## src/rtl/prio_encode_pipe.sv

```systemverilog
// prio_encode_pipe: registered priority encoder with a 2-entry output buffer.
// Encodes a WIDTH-bit request vector into a binary index plus none/multi/parity
// flags. The result of each accepted vector is queued in a 2-deep circular
// buffer. The outputs always show the head entry.
// Optional feature: define PENC_ERR_CNT_EN to add the err_cnt port. It is a
// saturating 16-bit count of accepted multi-hot vectors.
module prio_encode_pipe #(
  parameter int WIDTH     = 8,
  parameter bit MSB_FIRST = 1'b1,
  parameter bit STRICT    = 1'b0,
  localparam int IDX_W    = $clog2(WIDTH)
) (
  input  logic             clk,
  input  logic             rst_n,
  input  logic             in_valid,
  output logic             in_ready,
  input  logic [WIDTH-1:0] in_data,
  output logic             out_valid,
  input  logic             out_ready,
  output logic [IDX_W-1:0] out_idx,
  output logic             out_none,
  output logic             out_multi,
  output logic             out_parity
`ifdef PENC_ERR_CNT_EN
  ,
  output logic [15:0]      err_cnt
`endif
);

  localparam int ENT_W = IDX_W + 3;

  // Handshake: a transfer happens on a rising edge where valid && ready are
  // both high. in_ready depends only on the buffer count, so it has no path
  // from out_ready. out_valid is high while the buffer holds an entry. Output
  // fields stay stable until the head entry is popped.
  logic             push;
  logic             pop;
  logic [1:0]       count;
  logic             rd_ptr;
  logic             wr_ptr;
  logic [ENT_W-1:0] mem [2];
  logic [ENT_W-1:0] head;

  logic [IDX_W-1:0] hi_idx;
  logic [IDX_W-1:0] lo_idx;
  logic [IDX_W-1:0] enc_idx;
  logic             enc_none;
  logic             enc_multi;
  logic             enc_parity;
  logic             seen;

  // Encode in_data.
  // hi_idx is the last set bit scanning upward.
  // lo_idx is the last set bit scanning downward.
  always_comb begin
    hi_idx    = '0;
    lo_idx    = '0;
    seen      = 1'b0;
    enc_multi = 1'b0;
    for (int i = 0; i < WIDTH; i++) begin
      if (in_data[i]) begin
        hi_idx = IDX_W'(i);
        if (seen) enc_multi = 1'b1;
        seen = 1'b1;
      end
    end
    for (int i = WIDTH - 1; i >= 0; i--) begin
      if (in_data[i]) lo_idx = IDX_W'(i);
    end
    enc_none   = ~|in_data;
    enc_parity = ^in_data;
    // With exactly one bit set, hi_idx and lo_idx are equal.
    // Multi-hot and all-zero vectors both encode to index 0 in strict mode.
    if (STRICT) enc_idx = enc_multi ? '0 : hi_idx;
    else        enc_idx = MSB_FIRST ? hi_idx : lo_idx;
  end

  assign in_ready  = (count != 2'd2);
  assign out_valid = (count != 2'd0);
  assign push      = in_valid && in_ready;
  assign pop       = out_valid && out_ready;

  assign head       = mem[rd_ptr];
  assign out_idx    = head[ENT_W-1:3];
  assign out_none   = head[2];
  assign out_multi  = head[1];
  assign out_parity = head[0];

  // Buffer storage, pointers and occupancy.
  // Entries are cleared on reset, so the outputs read as zero afterwards.
  always_ff @(posedge clk) begin
    if (!rst_n) begin
      count  <= 2'd0;
      rd_ptr <= 1'b0;
      wr_ptr <= 1'b0;
      mem[0] <= '0;
      mem[1] <= '0;
    end else begin
      if (push) begin
        mem[wr_ptr] <= {enc_idx, enc_none, enc_multi, enc_parity};
        wr_ptr      <= ~wr_ptr;
      end
      if (pop) rd_ptr <= ~rd_ptr;
      case ({push, pop})
        2'b10:   count <= count + 2'd1;
        2'b01:   count <= count - 2'd1;
        default: count <= count;
      endcase
    end
  end

`ifdef PENC_ERR_CNT_EN
  // Count accepted multi-hot vectors. The counter saturates at all-ones.
  always_ff @(posedge clk) begin
    if (!rst_n)                                       err_cnt <= 16'd0;
    else if (push && enc_multi && err_cnt != 16'hFFFF) err_cnt <= err_cnt + 16'd1;
  end
`endif

endmodule

```

## config.mk

```make
export PLATFORM = sky130hd
export DESIGN_NAME = prio_encode_pipe
export DESIGN_NICKNAME = d
export VERILOG_FILES = /design/src/rtl/prio_encode_pipe.sv
export SDC_FILE = /design/constraint.sdc
export NUM_CORES = 1
export LEC_CHECK = 0
export BUFFER_PORTS_ARGS = -buffer_cell sky130_fd_sc_hd__buf_4
export CORE_MARGIN = 8
export CORE_UTILIZATION = 40
export CTS_BUF_LIST = sky130_fd_sc_hd__clkbuf_8 sky130_fd_sc_hd__clkbuf_16
export DETAILED_ROUTE_END_ITERATION = 10
export GPL_ROUTABILITY_DRIVEN = 0
export PLACE_DENSITY = 0.73
export SLEW_MARGIN = 15
export SYNTH_ARGS = -nofsm -noshare
export SYNTH_HDL_FRONTEND = slang
export SYNTH_SLANG_ARGS = --single-unit
```

## constraint.sdc

```tcl
create_clock -name clk -period 3.2 [get_ports clk]
set_input_delay 0 -clock clk [delete_from_list [all_inputs] [get_ports clk]]
set_output_delay 0 -clock clk [all_outputs]
set_load 0.03 [all_outputs]
```

==> results of run 1 <==
==> flip-flops by register name, summed over array words and instances, names as in the netlist, named ones only <==
signal and cells:
wr_ptr 1, mem 12, rd_ptr 1, count 2
==> power by group <==
group	leakage [nW]	switching (mW)	total [mW]	internal, mW
Clock	0.0255	0.0685	0.155	0.0862
Sequential	0.168	0.0356	0.329	0.294
Combinational	0.302	0.199	0.375	0.177
==> layer usage <==
| layer | vias up | global-route usage | wire, um |
|---|---|---|---|
| met1 | 304 | 0.111 | 772 |
| met4 | 0 | 0.0736 | 55 |
| met2 | 19 | 0.144 | 801 |
| met5 | - | 0 | 0 |
| li1 | 344 | - | - |
| met3 | 5 | 0.0189 | 84 |
==> cells in the final DEF (no fill, tap or decap), types with 3 or more instances in the layout <==
master and instances:
buf_4 19, edfxtp_1 12, inv_1 8, nor2_1 8, mux2_2 6, a21oi_1 6, xnor2_1 6, ha_1 6
dfxtp_1 5, o21ai_0 3, clkbuf_8 3
==> worst max-delay path, stage by stage, from the launching register on <==
cell	delay [ps]
dfxtp_1	380
nand2b_2	170
nand2_1	100
o21ai_0	660
==> cell type report <==
class / instances / area (sq um) / area share
tap: 28 / 35.0 / 0.0299
clock inverter: 1 / 5.00 / 0.00427
multi-input combinational: 59 / 457 / 0.390
inverter: 8 / 30.0 / 0.0256
timing repair buffer: 19 / 143 / 0.122
clock buffer: 3 / 41.3 / 0.0353
sequential: 17 / 460 / 0.393
==> metrics by stage <==
stage               cells  hold slack [ps]  worst slack (ps)  power (mW)  cell area [sq um]
finish                135             14.6              1520       0.859               1170
global route          135             31.3              1360       0.915               1170
CTS                   135             19.9              1500       0.870               1170
detailed placement    131              278              1500       0.712               1120
global placement      131              275              1590       0.702               1120
floorplan              85              122              1450       0.599                951
==> worst paths after layout <==
path / from / to / cells after the start
worst max-delay path: count[0] / mem[0][1] / 3
worst min-delay path: rst_n / count[0] / 2
worst max register to register: count[0] / mem[0][1] / 3
worst min register to register: count[1] / count[1] / 2
==> logic make-up after synthesis <==
| kind of cell | after synthesis |
|---|---|
| AO/OA/AOI/OAI | 14 |
| XOR/XNOR | 7 |
| adder cells (fa/ha/maj) | 6 |
| buffers and inverters | 9 |
| flip-flops | 17 |
| multiplexers | 7 |
| AND/OR/NAND/NOR | 25 |
==> run metrics, run 1 <==
DIE AREA 4190 sq um; Setup Fix Bufs, Post-CTS 0; Crit Path Max Fanout 6; Overflow after GRT 0; Async SR Flop Fraction 0; Synth Area in Simple Gates 0.151; Sink Count 17; via/cell ratio 4.98; mux cell area share after synthesis 0.0816; Row Count 17; YS warnings 0; Yosys top cell by area edfxtp_1; reg2reg setup slack 1520 ps; critical path arrival 1560 ps; final setup violation count 0; main combinational cell family by area after synthesis simple AND/OR/NAND/NOR gates; post-synth top area share 0.379; post-synthesis sequential area ratio 0.484; routed len/inst about 13 um; setup_tns 0 ps; clk slew on worst S/H paths about 60 ps; Net Count, Synth 103; clock skew about 2.9 ps; Syn Inst Count 85; die height 64.8 um; Starting Density 0.426; Synth Area in Adders 0.0789; Pwr Density 734 nW/um^2; count of distinct cell types in the synthesized netlist 29; crit share post-route 0.526; Hold WC Path Type input pin to register; CP Data Required Time 3080 ps; Post-synth top flop edfxtp_1; Synth Area per Inst 11.2 sq um; 1st-pass router iterations 4; FILL cells ~190; final WL 1710 um; first-pass GRT wire length 3130 um; Post-synth top cells edfxtp_1 (12), inv_1 (8), nor2_1 (8); DRT antenna net count 0; status completed; Slew @ Worst Pin 812 ps; synthesized cell area 951 sq um; CTS H-tree depth 1; Setup crit end kind register; Syn-to-layout area delta 23.2%; vias 672; number of global-route vias before repair 688; maximum buffer depth of the clock tree 2; drt first-iter violations 20; diodes inserted 0; CTS Hold Buffers Added 0; Post-Synth XOR/XNOR Area 0.0724; Overall Global Routing Usage 0.0936; post-DP HPWL roughly 1400 um; Nets 126; CTS tree done; Core Util, Final 0.524; drc violations 0; Port-buffer cells 19; top-count cell post-synth edfxtp_1; largest net degree at the start of global routing 11; Worst slew margin 0.453; Inserted Clock Buffers 3; min cycle time layout approximately 1700 ps; Slew Viols, Final 0; post_cts resized 0; worst vdd ir 0.000381 V; chip width 64.8 um; startpoint types register; WS Path Type register to register; share of cells above drive strength 1 0.327; Final Hold Fails 0; Synth Area in Compound Gates 0.0961; Max Fclk approximately 600 MHz; Post-synth EDFFs 12; Core ar. 2230 sq um; CTS Root Cell clkbuf_8; max_cap viols 0; Clock Latency Late Sink 250 ps; flops & latches, synth 17; # IOs 20; Area contributors post-synth edfxtp_1 (38%), dfxtp_1 (11%), ha_1 (7.9%), mux2_2 (7.1%), xnor2_1 (5.5%); Leak between 0.4 and 0.5 nW; antenna violations before repair 0; setup repair after global routing missed its margin false
(Power assumes the default switching activity.)
==> inputs of run 2 (changes only) <==
clock period = 1.65 ns   (was 3.2 ns; I/O delays follow)
==> run metrics, run 2 (same netlist as run 1, synthesis figures left out) <==
status completed; share of cells above drive strength 1 0.355 (+0.0274); Slew @ Worst Pin 289 ps (-523 ps); Setup crit end kind register; via/cell ratio 5.08 (+2.0%); Starting Density 0.426 (unchanged); Worst slew margin 0.807 (+0.354); Hold Startpoint rst_n; WS Path Type register to register; Slew Viols, Final 0 (unchanged); die height 64.8 um (unchanged); Row Count 17 (unchanged); post_cts resized 1 (+1); final WL 1850 um (+8.1%); Final Hold Fails 0 (unchanged); max FFs per register 12 (unchanged); worst vdd ir 0.000832 V (+120%); critical path arrival 1750 ps (+190 ps); setup_tns 0 ps (unchanged); met2 GRT Util 0.152 (+0.00745); Crit Path Max Fanout 4 (-2); post-DP HPWL 1440 um (+5.0%); Nets 129 (+2.4%); CTS tree done; antenna violations before repair 0 (unchanged); largest net degree at the start of global routing 10 (-1); Overflow after GRT 0 (unchanged); CTS Hold Buffers Added 0 (unchanged); met1 Use GR 0.0980 (-0.0135); drt first-iter violations 15 (-25%); Inserted Clock Buffers 3 (unchanged); Largest regs mem: 12 flops, count: 2 flops; Port-buffer cells 19 (unchanged); setup slack at placement 10.8 ps (-1490 ps); routing usage on met3 0.0241 (+0.00515); Min Hold Slack 31.2 ps (+16.6 ps); number of global-route vias before repair 764 (+11%); Overall Global Routing Usage 0.0935 (-0.0000994); final setup violation count 0 (unchanged); max_cap viols 0 (unchanged); setup repair after global routing missed its margin false; Hold WC Path Type input pin to register; CP Data Required Time 1830 ps (-1250 ps); CTS H-tree depth 1 (unchanged); first-pass GRT wire length 3100 um (-0.86%); Leak 0.511 nW (+3.1%); Core ar. 2230 sq um (unchanged); worst r2r src count[1]; commonest cells after routing, fill and taps aside buf_4 (22), edfxtp_1 (12), inv_1 (9); Clock Latency Late Sink 240 ps (about the same); CTS Root Cell clkbuf_8; DRT antenna net count 0 (unchanged); clock skew 2.91 ps (+0.0365 ps); vias 701 (+4.3%); routed len/inst 13.4 um (+5.7%); crit share post-route 0.952 (+0.425); Pwr Density 1440 nW/um^2 (+96%); largest reg by FF count mem; Setup Fix Bufs, Post-CTS 0 (unchanged); Syn-to-layout area delta 27.0%; Sink Count 17 (unchanged); # IOs 20 (unchanged); min cycle time layout 1570 ps (-114 ps); clk slew on worst S/H paths 60 ps (about the same); maximum buffer depth of the clock tree 2 (unchanged); diodes inserted 0 (unchanged); worst setup margin 79.8 ps (-1440 ps); drc violations 0 (unchanged); Crit. Startpoint count[1]; most common cell after layout, fill and taps aside buf_4; startpoint types register; GR peak layer met2; chip width 64.8 um (unchanged); 1st-pass router iterations 4 (unchanged); DIE AREA 4190 sq um (unchanged); Max Fclk 637 MHz (+7.2%)
[run 2: metrics by stage]
step | utilization | cells | cell area, sq um | total power, mW
6_report | 0.541 | 138 | 1210 | 1.73
5_1_grt | 0.541 | 138 | 1210 | 1.84
4_1_cts | 0.541 | 138 | 1210 | 1.75
3_5_place_dp | 0.515 | 134 | 1150 | 1.43
3_3_place_gp | 0.515 | 134 | 1150 | 1.40
2_1_floorplan | - | 85 | 953 | 1.18
[run 2: routing by layer]
layer / share of wire / routed length (um)
met1: 0.42 / 774
met2: 0.51 / 946
met3: 0.048 / 89
met4: 0.022 / 40
met5: 0 / 0
[run 2: layout make-up]
type / count / area (sq um)
inverter: 8 / 30.0
clock inverter: 1 / 3.75
tap: 28 / 35.0
sequential: 17 / 460
fill: 195 / 1030
timing repair buffer: 22 / 165
multi-input combinational: 59 / 472
clock buffer: 3 / 41.3
[run 2: final timing paths]
kind         endpoint  slack, ps  cells past startpoint
min reg2reg  count[1]        540                      2
max          count[1]         80                      6
min            wr_ptr         30                      2
max reg2reg  count[1]         80                      6
[run 2: where the power goes]
part,switching (mW),internal (mW),leakage (nW)
clock network,0.122,0.164,0.0269
registers,0.0692,0.569,0.168
logic,0.415,0.394,0.316
total,0.606,1.13,0.511
[run 2: worst max-delay path, cell delays in order, from the launching register on]
cell      delay [ps]
dfxtp_1          340
or2_4            260
and2_4           180
ha_4             150
xnor2_1          130
or3_1            310
a21boi_1         130
